`src/rtl/model_nexys_hls4ml_prj_1_dense_acc_out_if.sv`:
```
// Handshake bundle between the dense-layer multiplier, the accumulate/output stage and the next layer.
// slave is the accumulate stage's view; master is the view of whatever feeds products and consumes results.
interface model_nexys_hls4ml_prj_1_dense_acc_out_if #(
   parameter int PROD_WIDTH = 23,
   parameter int BIAS_WIDTH = 16,
   parameter int OUT_WIDTH  = 16
);
   logic                         in_valid;
   logic                         in_ready;
   logic signed [PROD_WIDTH-1:0] in_prod;
   logic                         in_last;
   logic signed [BIAS_WIDTH-1:0] bias;
   logic                         out_valid;
   logic                         out_ready;
   logic signed [OUT_WIDTH-1:0]  out_data;
   logic                         out_sat;

   modport slave (
      input  in_valid, in_prod, in_last, bias, out_ready,
      output in_ready, out_valid, out_data, out_sat
   );

   modport master (
      output in_valid, in_prod, in_last, bias, out_ready,
      input  in_ready, out_valid, out_data, out_sat
   );
endinterface

```
`src/rtl/model_nexys_hls4ml_prj_1_dense_acc_out.sv`:
```
// Dense-layer accumulator: sums N_TERMS products onto a bias, then rounds, shifts, saturates,
// optionally ReLU-clamps, and hands the result on through a two-stage valid/ready pipeline.
module model_nexys_hls4ml_prj_1_dense_acc_out #(
   parameter int PROD_WIDTH = 23,
   parameter int BIAS_WIDTH = 16,
   parameter int ACC_WIDTH  = 32,
   parameter int N_TERMS    = 16,
   parameter int FRAC_SHIFT = 10,
   parameter int OUT_WIDTH  = 16,
   parameter int RELU       = 1
) (
   input  logic clk,
   input  logic reset,
   input  logic ce,
   model_nexys_hls4ml_prj_1_dense_acc_out_if.slave io,
   output logic err_last
);
   localparam int CNT_W = $clog2(N_TERMS);
   localparam int RW    = ACC_WIDTH + 1;
   localparam logic [CNT_W-1:0]     LAST_CNT   = CNT_W'(N_TERMS - 1);
   localparam logic signed [RW-1:0] ROUND_HALF = RW'(2 ** (FRAC_SHIFT - 1));
   localparam logic signed [RW-1:0] OUT_MAX    = RW'(2 ** (OUT_WIDTH - 1) - 1);
   localparam logic signed [RW-1:0] OUT_MIN    = RW'(-(2 ** (OUT_WIDTH - 1)));

   logic [CNT_W-1:0]            cnt_q, cnt_d;
   logic signed [ACC_WIDTH-1:0] acc_q, acc_d;
   logic signed [ACC_WIDTH-1:0] sum_q, sum_d;
   logic                        sum_v_q, sum_v_d;
   logic                        out_valid_q, out_valid_d;
   logic signed [OUT_WIDTH-1:0] out_data_q, out_data_d;
   logic                        out_sat_q, out_sat_d;
   logic                        err_last_q, err_last_d;

   logic                        stall, accept, advance, drain, is_last;
   logic signed [ACC_WIDTH-1:0] prod_ext, bias_ext;
   logic signed [RW-1:0]        rounded, shifted;
   logic signed [OUT_WIDTH-1:0] res_data;
   logic                        res_sat;

   assign prod_ext = {{(ACC_WIDTH - PROD_WIDTH){io.in_prod[PROD_WIDTH-1]}}, io.in_prod};
   assign bias_ext = {{(ACC_WIDTH - BIAS_WIDTH){io.bias[BIAS_WIDTH-1]}}, io.bias};

   // Widened by one bit so the rounding constant can never wrap a large positive sum.
   always_comb begin
      rounded  = $signed({sum_q[ACC_WIDTH-1], sum_q}) + ROUND_HALF;
      shifted  = rounded >>> FRAC_SHIFT;
      res_sat  = 1'b0;
      res_data = shifted[OUT_WIDTH-1:0];
      if (shifted > OUT_MAX) begin
         res_data = OUT_MAX[OUT_WIDTH-1:0];
         res_sat  = 1'b1;
      end else if (shifted < OUT_MIN) begin
         res_data = OUT_MIN[OUT_WIDTH-1:0];
         res_sat  = 1'b1;
      end
      if (RELU != 0 && res_data[OUT_WIDTH-1]) res_data = '0;
   end

   always_comb begin
      stall   = sum_v_q & out_valid_q & ~io.out_ready;
      accept  = ce & io.in_valid & ~stall;
      advance = ce & sum_v_q & (~out_valid_q | io.out_ready);
      drain   = ce & out_valid_q & io.out_ready & ~advance;
      is_last = (cnt_q == LAST_CNT);

      cnt_d       = cnt_q;
      acc_d       = acc_q;
      sum_d       = sum_q;
      sum_v_d     = sum_v_q;
      out_valid_d = out_valid_q;
      out_data_d  = out_data_q;
      out_sat_d   = out_sat_q;
      err_last_d  = err_last_q;

      if (advance) begin
         out_data_d  = res_data;
         out_sat_d   = res_sat;
         out_valid_d = 1'b1;
         sum_v_d     = 1'b0;
      end else if (drain) begin
         out_valid_d = 1'b0;
      end

      // NOTE: the final-term update comes after the advance so that, when both happen in one
      // cycle, the later assignment wins and sum_v stays set for the newly finished sum.
      if (accept) begin
         cnt_d = is_last ? '0 : cnt_q + 1'b1;
         if (io.in_last != is_last) err_last_d = 1'b1;
         if (cnt_q == '0)  acc_d = bias_ext + prod_ext;
         else              acc_d = acc_q + prod_ext;
         if (is_last) begin
            sum_d   = acc_q + prod_ext;
            sum_v_d = 1'b1;
         end
      end
   end

   // NOTE: ce is folded into accept/advance/drain, so every _d equals its _q while ce is low.
   always_ff @(posedge clk) begin
      if (reset) begin
         cnt_q       <= '0;
         acc_q       <= '0;
         sum_q       <= '0;
         sum_v_q     <= 1'b0;
         out_valid_q <= 1'b0;
         out_data_q  <= '0;
         out_sat_q   <= 1'b0;
         err_last_q  <= 1'b0;
      end else begin
         cnt_q       <= cnt_d;
         acc_q       <= acc_d;
         sum_q       <= sum_d;
         sum_v_q     <= sum_v_d;
         out_valid_q <= out_valid_d;
         out_data_q  <= out_data_d;
         out_sat_q   <= out_sat_d;
         err_last_q  <= err_last_d;
      end
   end

   assign io.in_ready  = ~stall;
   assign io.out_valid = out_valid_q;
   assign io.out_data  = out_data_q;
   assign io.out_sat   = out_sat_q;
   assign err_last     = err_last_q;
endmodule

```
`src/flat_wrapper.sv`:
```
// flat-port wrapper written by rule: the top's interface ports become plain ports
module model_nexys_hls4ml_prj_1_dense_acc_out_flat 
#(
   parameter int PROD_WIDTH = 23,
   parameter int BIAS_WIDTH = 16,
   parameter int ACC_WIDTH  = 32,
   parameter int N_TERMS    = 16,
   parameter int FRAC_SHIFT = 10,
   parameter int OUT_WIDTH  = 16,
   parameter int RELU       = 1
)
  (clk, reset, ce, err_last, io_in_valid, io_in_prod, io_in_last, io_bias, io_out_ready, io_in_ready, io_out_valid, io_out_data, io_out_sat);
  model_nexys_hls4ml_prj_1_dense_acc_out_if #(.PROD_WIDTH(PROD_WIDTH), .BIAS_WIDTH(BIAS_WIDTH), .OUT_WIDTH(OUT_WIDTH)) io_i ();
  input  logic clk;
  input  logic reset;
  input  logic ce;
  output logic err_last;
  input wire logic [$bits(io_i.in_valid)-1:0] io_in_valid;
  input wire logic [$bits(io_i.in_prod)-1:0] io_in_prod;
  input wire logic [$bits(io_i.in_last)-1:0] io_in_last;
  input wire logic [$bits(io_i.bias)-1:0] io_bias;
  input wire logic [$bits(io_i.out_ready)-1:0] io_out_ready;
  output wire logic [$bits(io_i.in_ready)-1:0] io_in_ready;
  output wire logic [$bits(io_i.out_valid)-1:0] io_out_valid;
  output wire logic [$bits(io_i.out_data)-1:0] io_out_data;
  output wire logic [$bits(io_i.out_sat)-1:0] io_out_sat;
  assign io_i.in_valid = io_in_valid;
  assign io_i.in_prod = io_in_prod;
  assign io_i.in_last = io_in_last;
  assign io_i.bias = io_bias;
  assign io_i.out_ready = io_out_ready;
  assign io_in_ready = io_i.in_ready;
  assign io_out_valid = io_i.out_valid;
  assign io_out_data = io_i.out_data;
  assign io_out_sat = io_i.out_sat;
  model_nexys_hls4ml_prj_1_dense_acc_out #(.PROD_WIDTH(PROD_WIDTH), .BIAS_WIDTH(BIAS_WIDTH), .ACC_WIDTH(ACC_WIDTH), .N_TERMS(N_TERMS), .FRAC_SHIFT(FRAC_SHIFT), .OUT_WIDTH(OUT_WIDTH), .RELU(RELU)) u_core (.clk(clk), .reset(reset), .ce(ce), .io(io_i), .err_last(err_last));
endmodule
```
`config.mk`:
```
export PLATFORM = sky130hd
export DESIGN_NAME = model_nexys_hls4ml_prj_1_dense_acc_out_flat
export DESIGN_NICKNAME = d
export VERILOG_FILES = /design/src/rtl/model_nexys_hls4ml_prj_1_dense_acc_out_if.sv /design/src/rtl/model_nexys_hls4ml_prj_1_dense_acc_out.sv /design/src/flat_wrapper.sv
export SDC_FILE = /design/constraint.sdc
export NUM_CORES = 1
export LEC_CHECK = 0
export CORE_AREA = 2 2 94 133
export CTS_CLUSTER_DIAMETER = 50
export DETAILED_ROUTE_END_ITERATION = 12
export DIE_AREA = 0 0 96 135
export GPL_ROUTABILITY_DRIVEN = 0
export PLACE_DENSITY = 0.86
export SYNTH_ARGS = -nofsm -noshare
export SYNTH_HDL_FRONTEND = slang
export SYNTH_SLANG_ARGS = --single-unit
```
`constraint.sdc`:
```
create_clock -name clk -period 7.4 [get_ports clk]
set_input_delay 1.11 -clock clk [delete_from_list [all_inputs] [get_ports clk]]
set_output_delay 1.11 -clock clk [all_outputs]
set_load 0.05 [all_outputs]
```
==> flow_summary.yaml, run 1 <==
run_status:
  run_status: "complete, no violations"
sta:
  setup_total_negative_slack_ns: 0
  timing.clock.skew_ns: 0.0112
  finalCritPeriodShare: 0.529
  slew_headroom: 0.536
  finalHoldViolations: 0
  least_margin_pin_slew_ns: 0.696
  setup_slack_after_layout_ns: 3.48
  setup-violations-final: 0
  achievable-frequency_ghz: 0.255
  finalCriticalPeriod_ns: 3.92
  slew_viol_final: 0
  grt_setup_unrepaired: "false"
worst_hold_path:
  whs_endpoint: "u_core.io.out_valid"
  hold_class: "reg -> reg"
  whs_path_depth: 2
  hold_path.startpoint: "u_core.io.out_valid"
final_layout:
  multi_input_area_um2: 4970
  antenna_cells_inserted: 0
  area_delta_synth_final_pct: 12.8
  nNetsFinal: 1035
  layout-drive-gt1-share: 0.0780
  seq_area_um2: 1560
  fin_util: 0.667
  fin_area_um2: 7800
  filler_instances: 991
worst_setup_path:
  worst_setup_path_start_kind: "input port"
  worst-path-max-fanout: 4
  regToRegStartpoint: "u_core.acc_q[0]"
  timing.critical_path.arrival_ns: 4.16
  path_class: "in -> reg"
  rr_worst_depth: 11
  timing.critical_path.from: "io_in_prod[0]"
  cp.required_ns: 7.64
  reg2reg_to: "u_core.acc_q[24]"
  endpoint_kind: "flip-flop"
  setup.reg_to_reg.worst_slack_ns: 4.40
synth:
  ys.flop_type: "dfxtp_1"
  yosys_warnings: 0
  post_synth.cell_area_avg_um2: 7.69
  netlist_top_cells_area: "dfxtp_1 23%, ha_1 10%, a21oi_1 6.2%"
  synth_enable_flop_cells: 0
  syn-instance-count: 899
  synth_largest_area_cell: "dfxtp_1"
  sequential_area_share_after_synthesis: 0.226
  synthArstFlopShare: 0
  syn-cell-area_um2: 6920
  ys_types: 85
  synth_fp_nets: 1003
  yosys_register_bits: 78
  synth_top_cell_area_share: 0.226
global_routing:
  global_route_wire_length_before_repair_mm: 29.6
  grt_pass1_vias: 6476
  grt_start_max_net_pins: 54
  globalRouteTotalUtil: 0.282
  global_route.overflow_total: 0
  grt_antenna_before_repair: 0
floorplanning:
  core-area_um2: 11700
  die_width_um: 96
  design.die.area_um2: 13000
  std_cell_rows: 47
  initial_utilization: 0.591
  io_pins: 65
  die_h_um: 135
power_and_ir_drop:
  power_report.internal_total_w: 0.000898
  power_density_nw_per_um2: 173
  seq_power_share: 0.330
  report.power.total_w: 0.00135
  switching_pwr_w: 0.000454
  swShare: 0.336
  share_comb_of_total_power: 0.302
  leakage_nw: 3.06
  max-vdd-ir-drop_v: 0.0000980
  clkPwrFrac: 0.369
cts:
  cts.path.max_buffers: 2
  clkLatencyLatePin_ns: 0.35
  tritoncts_num_sinks: 78
  htreeDepth: 3
  root_buffer_master: "clkbuf_16"
  cts.repair_timing.setup_buffer_count: 0
  total_cts_buffers: 9
  post_cts_resize_count: 0
  clkSlewWorstSetupHoldPaths_ns: 0.07
  cts_tree: "built"
  cts.hold.buffers_added: 0
routing:
  route.vias.total: 6953
  detailedRoute.firstIterationViolations: 403
  drt-wirelength-per-cell_um: 16.8
  postRouteWirelength_mm: 18.1
  vias_per_cell: 6.42
  final_antenna_net_count: 0
  drc: 0
  detailedRoute.firstPassIterationCount: 5
placement:
  dp.final_hpwl_mm: 13.4
  pre_cts_slack_ns: 3.22
  placed_cell_area_um2: 7470
  numPortBuffers: 63
run:
  cap_violations: 0
==> worst max-delay path: stages <==
cell             delay (ns)
clkdlybuf4s50_1        0.49
ha_1                   0.20
inv_1                  0.07
fa_1                   0.38
nor2b_1                0.21
o2111ai_1              0.18
a21oi_1                0.39
o31ai_1                0.19
a21oi_1                0.28
a21oi_1                0.14
xnor2_1                0.19
o41ai_1                0.33
==> routing by layer <==
layer | routed length (um) | GRT usage | vias up
met4 | 865 | 0.161 | 0
met5 | 0 | 0 | -
met1 | 7270 | 0.321 | 3238
met3 | 843 | 0.0273 | 70
li1 | - | - | 3384
met2 | 9170 | 0.501 | 261
==> layout by cell type, fill, tap and decap left out, types with 6 or more instances in the layout <==
cell type,n
o21a_1,7
nor2b_1,6
o21ai_0,40
o21bai_1,6
or3_1,11
a211oi_1,18
clkbuf_16,9
a31oi_1,9
o211ai_1,8
nand4_1,15
a211oi_2,11
nand3_1,38
dfxtp_1,78
a21o_1,21
a21oi_2,11
a21oi_1,85
buf_4,6
nor3_1,26
nand2_1,102
xor2_1,19
clkdlybuf4s50_1,62
xnor2_1,38
nand2b_1,8
mux2i_1,7
nor2_1,89
o31ai_1,12
inv_1,22
a311oi_1,9
ha_1,57
==> how the worst max path moves through the flow <==
| stage | end | depth (start not counted) |
|---|---|---|
| 2_1_floorplan | u_core.sum_q[28] | 11 |
| 3_3_place_gp | u_core.sum_q[30] | 12 |
| 3_5_place_dp | u_core.acc_q[18] | 12 |
| 4_1_cts | u_core.acc_q[18] | 12 |
| 5_1_grt | u_core.acc_q[18] | 12 |
| 6_report | u_core.acc_q[24] | 12 |
==> layout make-up <==
class,instances,share of cell area
clock buffers,9,0.0289
well taps,147,0.0236
repair buffers,69,0.0859
clock inverters,7,0.0133
multi-input cells,750,0.637
flip-flops and latches,78,0.200
inverters,23,0.0111
==> metrics by stage <==
| step | hold slack (ns) | std cells |
|---|---|---|
| floorplan | 0.429 | 899 |
| global placement | 0.440 | 1067 |
| detailed placement | 0.453 | 1067 |
| CTS | 0.468 | 1083 |
| global route | 0.494 | 1083 |
| finish | 0.465 | 1083 |
==> synthesized netlist by cell type (18+ instances only) <==
| library cell | n |
|---|---|
| a211oi_1 | 18 |
| a21o_1 | 21 |
| a21oi_1 | 85 |
| clkbuf_1 | 30 |
| dfxtp_1 | 78 |
| ha_1 | 57 |
| inv_1 | 22 |
| nand2_1 | 102 |
| nand3_1 | 38 |
| nor2_1 | 90 |
| nor3_1 | 26 |
| o21ai_0 | 40 |
| xnor2_1 | 38 |
| xor2_1 | 19 |
==> kinds of logic (layout without fill, tap and decap cells) <==
family	count (synthesis)	count (layout)	synth area share
other cells	1	1	0.000542
xor+xnor	57	57	0.0722
simple gates	339	339	0.238
flops	78	78	0.226
buf+inv	71	108	0.0557
mux	7	7	0.0101
fa+ha+maj	59	59	0.109
compound gates	287	287	0.289
==> sequential cells by signal, summed over array words and instances (netlist names) <==
signal / cells
u_core.acc_q: 32
u_core.cnt_q: 4
u_core.err_last: 1
u_core.io.out_data: 15
u_core.io.out_sat: 1
u_core.io.out_valid: 1
u_core.sum_q: 23
u_core.sum_v_q: 1
==> power groups by stage <==
stage                     Sequential (W)  Combinational [W]  Clock, W
after global routing            0.000447           0.000444  0.000513
final                           0.000446           0.000408  0.000498
after CTS                       0.000446           0.000399  0.000496
after detailed placement        0.000455           0.000395         0
after global placement          0.000454           0.000391         0
after floorplan                 0.000453           0.000293         0
Power figures use the tool's default switching activity.
==> run 2, diff against run 1 <==
--- a/config.mk
+++ b/config.mk
@@ -5,12 +5,12 @@
 export SDC_FILE = /design/constraint.sdc
 export NUM_CORES = 1
 export LEC_CHECK = 0
-export CORE_AREA = 2 2 94 133
+export CORE_AREA = 2 2 95 134
 export CTS_CLUSTER_DIAMETER = 50
 export DETAILED_ROUTE_END_ITERATION = 12
-export DIE_AREA = 0 0 96 135
+export DIE_AREA = 0 0 97 136
 export GPL_ROUTABILITY_DRIVEN = 0
-export PLACE_DENSITY = 0.86
+export PLACE_DENSITY = 0.85
 export SYNTH_ARGS = -nofsm -noshare
 export SYNTH_HDL_FRONTEND = slang
 export SYNTH_SLANG_ARGS = --single-unit
==> constraint.sdc (replaced) <==
create_clock -name clk -period 3.9 [get_ports clk]
set_input_delay 0.585 -clock clk [delete_from_list [all_inputs] [get_ports clk]]
set_output_delay 0.585 -clock clk [all_outputs]
set_load 0.05 [all_outputs]
==> flow_summary.yaml, run 2 (synthesis results as in run 1) <==
routing:
  drt-wirelength-per-cell_um: 16.4
  postRouteWirelength_mm: 17.9
  drc: 0
  topRoutingLayerUsed: "met4"
  final_antenna_net_count: 0
  detailedRoute.firstPassIterationCount: 6
  route.vias.total: 6946
  wl_met2_mm: 9.20
  vias_per_cell: 6.37
  detailedRoute.firstIterationViolations: 533
  routedLengthMet1_mm: 7.24
  route.met3.wl_um: 803
power_and_ir_drop:
  share_comb_of_total_power: 0.315
  power_density_nw_per_um2: 315
  leakage_nw: 3.07
  max-vdd-ir-drop_v: 0.000188
  power_report.internal_total_w: 0.00159
  switching_pwr_w: 0.000871
  seq_power_share: 0.344
  swShare: 0.354
  clkPwrFrac: 0.341
sta:
  slew_headroom: 0.353
  grt_setup_unrepaired: "false"
  finalCriticalPeriod_ns: 3.30
  slew_viol_final: 0
  least_margin_pin_slew_ns: 0.968
  setup_total_negative_slack_ns: 0
  finalHoldViolations: 0
  timing.clock.skew_ns: 0.00628
  setup-violations-final: 0
  finalCritPeriodShare: 0.847
  achievable-frequency_ghz: 0.303
worst_setup_path:
  worst-path-max-fanout: 4
  cp_cell_sequence: "clkdlybuf4s50_1 -> ha_1 -> inv_1 -> fa_1 -> nor2b_1 -> o2111ai_1 -> a21oi_1 -> nor2b_1 -> o211ai_2 -> a2111oi_2 -> o2111a_1 -> a311o_1"
  cpMaxStageDelayCell: "clkdlybuf4s50_1"
  rr_worst_depth: 11
  critical-path-top-cell-by-count: "nor2b_1"
  cp_top_family: "compound AO/OA/AOI/OAI gates"
  slowest_delay_ns: 0.49
  critical_path_buf_inv_count: 2
  regToRegStartpoint: "u_core.acc_q[0]"
  reg2reg_to: "u_core.sum_q[30]"
  endpoint_kind: "flip-flop"
  worst_setup_path_start_kind: "input port"
  setup.reg_to_reg.worst_slack_ns: 0.98
  path_class: "in -> reg"
  cp.required_ns: 4.13
  timing.critical_path.arrival_ns: 3.53
final_layout:
  nNetsFinal: 1040
  multi_input_area_um2: 4970
  seq_area_um2: 1560
  fin_area_um2: 7810
  largest_register: "u_core.acc_q"
  antenna_cells_inserted: 0
  final_cell_mix: "102 x nand2_1, 89 x nor2_1, 85 x a21oi_1, 78 x dfxtp_1, 62 x clkdlybuf4s50_1"
  layout-drive-gt1-share: 0.0829
  area_delta_synth_final_pct: 12.9
  flip_flop_count_of_the_largest_register_all_copies_and_words_added: 32
  final_common_cell: "nand2_1"
  filler_instances: 1017
floorplanning:
  std_cell_rows: 48
  die_h_um: 136
  io_pins: 65
  design.die.area_um2: 13200
  die_width_um: 97
  initial_utilization: 0.573
  core-area_um2: 12100
cts:
  cts.repair_timing.setup_buffer_count: 0
  clkLatencyLatePin_ns: 0.34
  clkSlewWorstSetupHoldPaths_ns: 0.07
  tritoncts_num_sinks: 78
  cts.hold.buffers_added: 0
  total_cts_buffers: 9
  htreeDepth: 3
  root_buffer_master: "clkbuf_16"
  cts.path.max_buffers: 2
  cts_tree: "built"
  post_cts_resize_count: 0
global_routing:
  grt_pass1_vias: 6576
  global_route_wire_length_before_repair_mm: 29.8
  global_route.overflow_total: 0
  globalRouteTotalUtil: 0.269
  grt_start_max_net_pins: 74
  grt_antenna_before_repair: 0
worst_hold_path:
  whs_endpoint: "u_core.err_last"
  hold_path.startpoint: "u_core.err_last"
  hold_class: "reg -> reg"
  whs_path_depth: 2
placement:
  placed_cell_area_um2: 7520
  numPortBuffers: 63
  dp.final_hpwl_mm: 13.6
run:
  cap_violations: 0
run_status:
  run_status: "complete, no violations"
==> run 2: cell types whose count changed in the layout (fill, tap and decap cells not counted) <==
| cell | before | now |
|---|---|---|
| buf_4 | 6 | 11 |
| bufinv_16 | 2 | 0 |
| clkinv_4 | 3 | 1 |
| clkinvlp_4 | 0 | 1 |
| inv_6 | 2 | 3 |
| inv_8 | 0 | 2 |
==> run 2: worst max path at each step <==
stage / startpoint / to / cells after the start
3_5_place_dp: io_in_prod[0] / u_core.acc_q[18] / 12
3_3_place_gp: io_in_prod[22] / u_core.sum_q[30] / 9
4_1_cts: io_in_prod[0] / u_core.acc_q[18] / 13
5_1_grt: io_in_prod[0] / u_core.acc_q[18] / 12
6_report: io_in_prod[0] / u_core.sum_q[30] / 12
2_1_floorplan: io_in_prod[0] / u_core.sum_q[28] / 11
==> run 2: per-layer routing <==
metal | global-route usage | vias to the layer above
met5 | 0 | -
li1 | - | 3408
met1 | 0.308 | 3254
met4 | 0.125 | 0
met2 | 0.500 | 230
met3 | 0.0293 | 54
==> run 2: layout make-up <==
cell class                 instances  area share
multi-input combinational        750       0.637
timing repair buffer              74      0.0907
inverter                          23      0.0111
tap                              150      0.0240
sequential                        78       0.200
clock buffer                       9      0.0289
clock inverter                     7     0.00833
==> run 2: per-stage QoR <==
| stage | instances | setup WS (ns) | hold slack [ns] | power [W] | utilization |
|---|---|---|---|---|---|
| floorplan | 899 | 1.09 | 0.429 | 0.00142 | - |
| global placement | 1075 | 0.404 | 0.444 | 0.00161 | 0.623 |
| detailed placement | 1075 | 0.329 | 0.468 | 0.00162 | 0.623 |
| CTS | 1091 | 0.651 | 0.484 | 0.00244 | 0.647 |
| global route | 1091 | 0.397 | 0.507 | 0.00258 | 0.647 |
| finish | 1091 | 0.597 | 0.475 | 0.00246 | 0.647 |
==> run 2: worst register-to-register path, delay by kind of cell, from the launching register on <==
kind / cells / cell delay, ns
AOI/OAI and AO/OA: 6 / 1.44
adders and majority gates: 2 / 0.58
and+or+nand+nor: 2 / 0.37
DFF: 1 / 0.34
buffers and inverters: 1 / 0.07
==> run 2: power by group through the flow <==
stage	Sequential [W]	Clock [W]	Combinational [W]
6_report	0.000845	0.000838	0.000773
5_1_grt	0.000849	0.000874	0.000853
4_1_cts	0.000845	0.000838	0.000760
3_5_place_dp	0.000863	0	0.000754
3_3_place_gp	0.000862	0	0.000745
2_1_floorplan	0.000860	0	0.000556
==> run 3, diff against run 2 <==
--- a/config.mk
+++ b/config.mk
@@ -5,12 +5,12 @@
 export SDC_FILE = /design/constraint.sdc
 export NUM_CORES = 1
 export LEC_CHECK = 0
-export CORE_AREA = 2 2 95 134
+export CORE_AREA = 2 2 100 141
 export CTS_CLUSTER_DIAMETER = 50
 export DETAILED_ROUTE_END_ITERATION = 12
-export DIE_AREA = 0 0 97 136
+export DIE_AREA = 0 0 102 143
 export GPL_ROUTABILITY_DRIVEN = 0
-export PLACE_DENSITY = 0.85
+export PLACE_DENSITY = 0.81
 export SYNTH_ARGS = -nofsm -noshare
 export SYNTH_HDL_FRONTEND = slang
 export SYNTH_SLANG_ARGS = --single-unit
==> constraint.sdc (replaced) <==
create_clock -name clk -period 2.75 [get_ports clk]
set_input_delay 0.4125 -clock clk [delete_from_list [all_inputs] [get_ports clk]]
set_output_delay 0.4125 -clock clk [all_outputs]
set_load 0.05 [all_outputs]
==> flow_summary.yaml, run 3 (synthesis results as in run 1) <==
run_status:
  run_status: "finished, violations left"
  violations: "negative setup slack"
global_routing:
  busiest_layer_in_global_routing: "met2"
  grt_util_met1: 0.325
  grt_pass1_vias: 7757
  grt_start_max_net_pins: 74
  globalRouteTotalUtil: 0.299
  global_route_track_usage_on_met3: 0.0421
  global_route.overflow_total: 0
  met2_usage: 0.532
  global_route_wire_length_before_repair_mm: 35.2
  grt_antenna_before_repair: 0
worst_setup_path:
  regToRegStartpoint: "u_core.acc_q[3]"
  crit_path_end: "u_core.acc_q[15]"
  cp.required_ns: 3.00
  rr_worst_depth: 10
  path_class: "reg -> reg"
  worst_setup_path_start_kind: "flip-flop"
  setup.reg_to_reg.worst_slack_ns: -0.1
  worst-path-max-fanout: 4
  timing.critical_path.from: "u_core.acc_q[3]"
  endpoint_kind: "flip-flop"
  cpMaxStageDelayCell: "dfxtp_1"
  critical-path-top-cell-by-count: "buf_4"
  slowest_delay_ns: 0.40
  reg2reg_to: "u_core.acc_q[15]"
  cp_cell_sequence: "ha_4 -> o21ai_0 -> o21ai_1 -> nand4_1 -> buf_4 -> a21oi_1 -> buf_4 -> xor2_1 -> nand2_1 -> a311oi_1"
  timing.critical_path.arrival_ns: 3.10
power_and_ir_drop:
  max-vdd-ir-drop_v: 0.000267
  power_density_nw_per_um2: 424
  report.power.total_w: 0.00411
  leakage_nw: 4.12
routing:
  detailedRoute.firstPassIterationCount: 6
  vias_per_cell: 6.43
  postRouteWirelength_mm: 24.9
  drt-wirelength-per-cell_um: 19.2
  drc: 0
  final_antenna_net_count: 0
  route.vias.total: 8315
  detailedRoute.firstIterationViolations: 850
final_layout:
  final_cell_count_no_fill: 1293
  fin_util: 0.730
  area_delta_synth_final_pct: 40.1
  largest_register: "u_core.acc_q"
  nNetsFinal: 1210
  antenna_cells_inserted: 0
  flip_flop_count_of_the_largest_register_all_copies_and_words_added: 32
  final_cell_mix: "178 x buf_4, 102 x nand2_1, 89 x nor2_1, 78 x a21oi_1, 77 x dfxtp_1"
  layout-drive-gt1-share: 0.279
  final_common_cell: "buf_4"
floorplanning:
  die_h_um: 143
  design.die.area_um2: 14600
  die_width_um: 102
  initial_utilization: 0.521
  io_pins: 65
  std_cell_rows: 50
  core-area_um2: 13300
cts:
  total_cts_buffers: 9
  cts.path.max_buffers: 2
  clkLatencyLatePin_ns: 0.35
  htreeDepth: 3
  tritoncts_num_sinks: 78
  cts_tree: "built"
  clkSlewWorstSetupHoldPaths_ns: 0.07
  root_buffer_master: "clkbuf_16"
  cts.hold.buffers_added: 0
sta:
  setup-violations-final: 8
  least_margin_pin_slew_ns: 0.577
  finalCriticalPeriod_ns: 2.85
  timing.clock.skew_ns: 0.0110
  setup_slack_after_layout_ns: -0.0992
  achievable-frequency_ghz: 0.351
  finalCritPeriodShare: 1.04
  slew_headroom: 0.615
  slew_viol_final: 0
  grt_setup_unrepaired: "true"
  finalHoldViolations: 0
placement:
  dp.final_hpwl_mm: 16.0
  dpl.cell_count: 1265
  pre_cts_slack_ns: -0.674
  numPortBuffers: 63
run:
  cap_violations: 0
worst_hold_path:
  hold_class: "reg -> reg"
[run 3: final cells by class]
cell class / count / area, um2
fillers: 892 / 3570
clock inverters: 7 / 65.1
multi-input cells: 750 / 5460
repair buffers: 244 / 2060
inverters: 23 / 86.3
well taps: 182 / 228
flip-flops and latches: 78 / 1560
clock buffers: 9 / 225
[run 3: what timing repair did]
item	CTS	global route
setup endpoints to repair	34	38
setup buffers	8	4
pin swaps	14	38
gates resized for setup	30	74
[run 3: worst min-delay path by stage]
stage	startpoint	to	slack, ns	depth (start not counted)
3_3_place_gp	u_core.acc_q[20]	u_core.acc_q[20]	0.44	2
3_5_place_dp	u_core.acc_q[20]	u_core.acc_q[20]	0.45	2
2_1_floorplan	u_core.acc_q[20]	u_core.acc_q[20]	0.43	2
5_1_grt	u_core.io.out_valid	u_core.io.out_valid	0.48	2
6_report	u_core.io.out_valid	u_core.io.out_valid	0.47	2
4_1_cts	u_core.acc_q[20]	u_core.acc_q[20]	0.47	2
[run 3: where the power goes]
group	switching, W	internal, W	leakage [nW]
logic	0.000888	0.000801	3.34
registers	0.0000412	0.00117	0.635
clock network	0.000570	0.000635	0.140
total	0.00150	0.00261	4.12
[run 3: critical path, delay by kind of cell (launching register included)]
family	cells	cell delay (ns)
simple gates	2	0.34
flops	1	0.40
xor+xnor	1	0.35
compound gates	4	0.94
fa+ha+maj	1	0.34
buf+inv	2	0.40
[run 3: per-layer routing]
layer  vias to the layer above  share of wire
met5                         -              0
met4                         0          0.075
met3                       195          0.069
met2                       537           0.50
met1                      3854           0.36
li1                       3729              -
[run 3: stage by stage]
stage               instance area, um2  setup TNS, ns  hold WS, ns
finish                            9690         -0.434        0.467
global route                      9690          -1.82        0.484
CTS                               9250        -0.0517        0.466
detailed placement                8770         -18.24        0.451
global placement                  8770         -15.31        0.444
floorplan                         6920              0        0.429
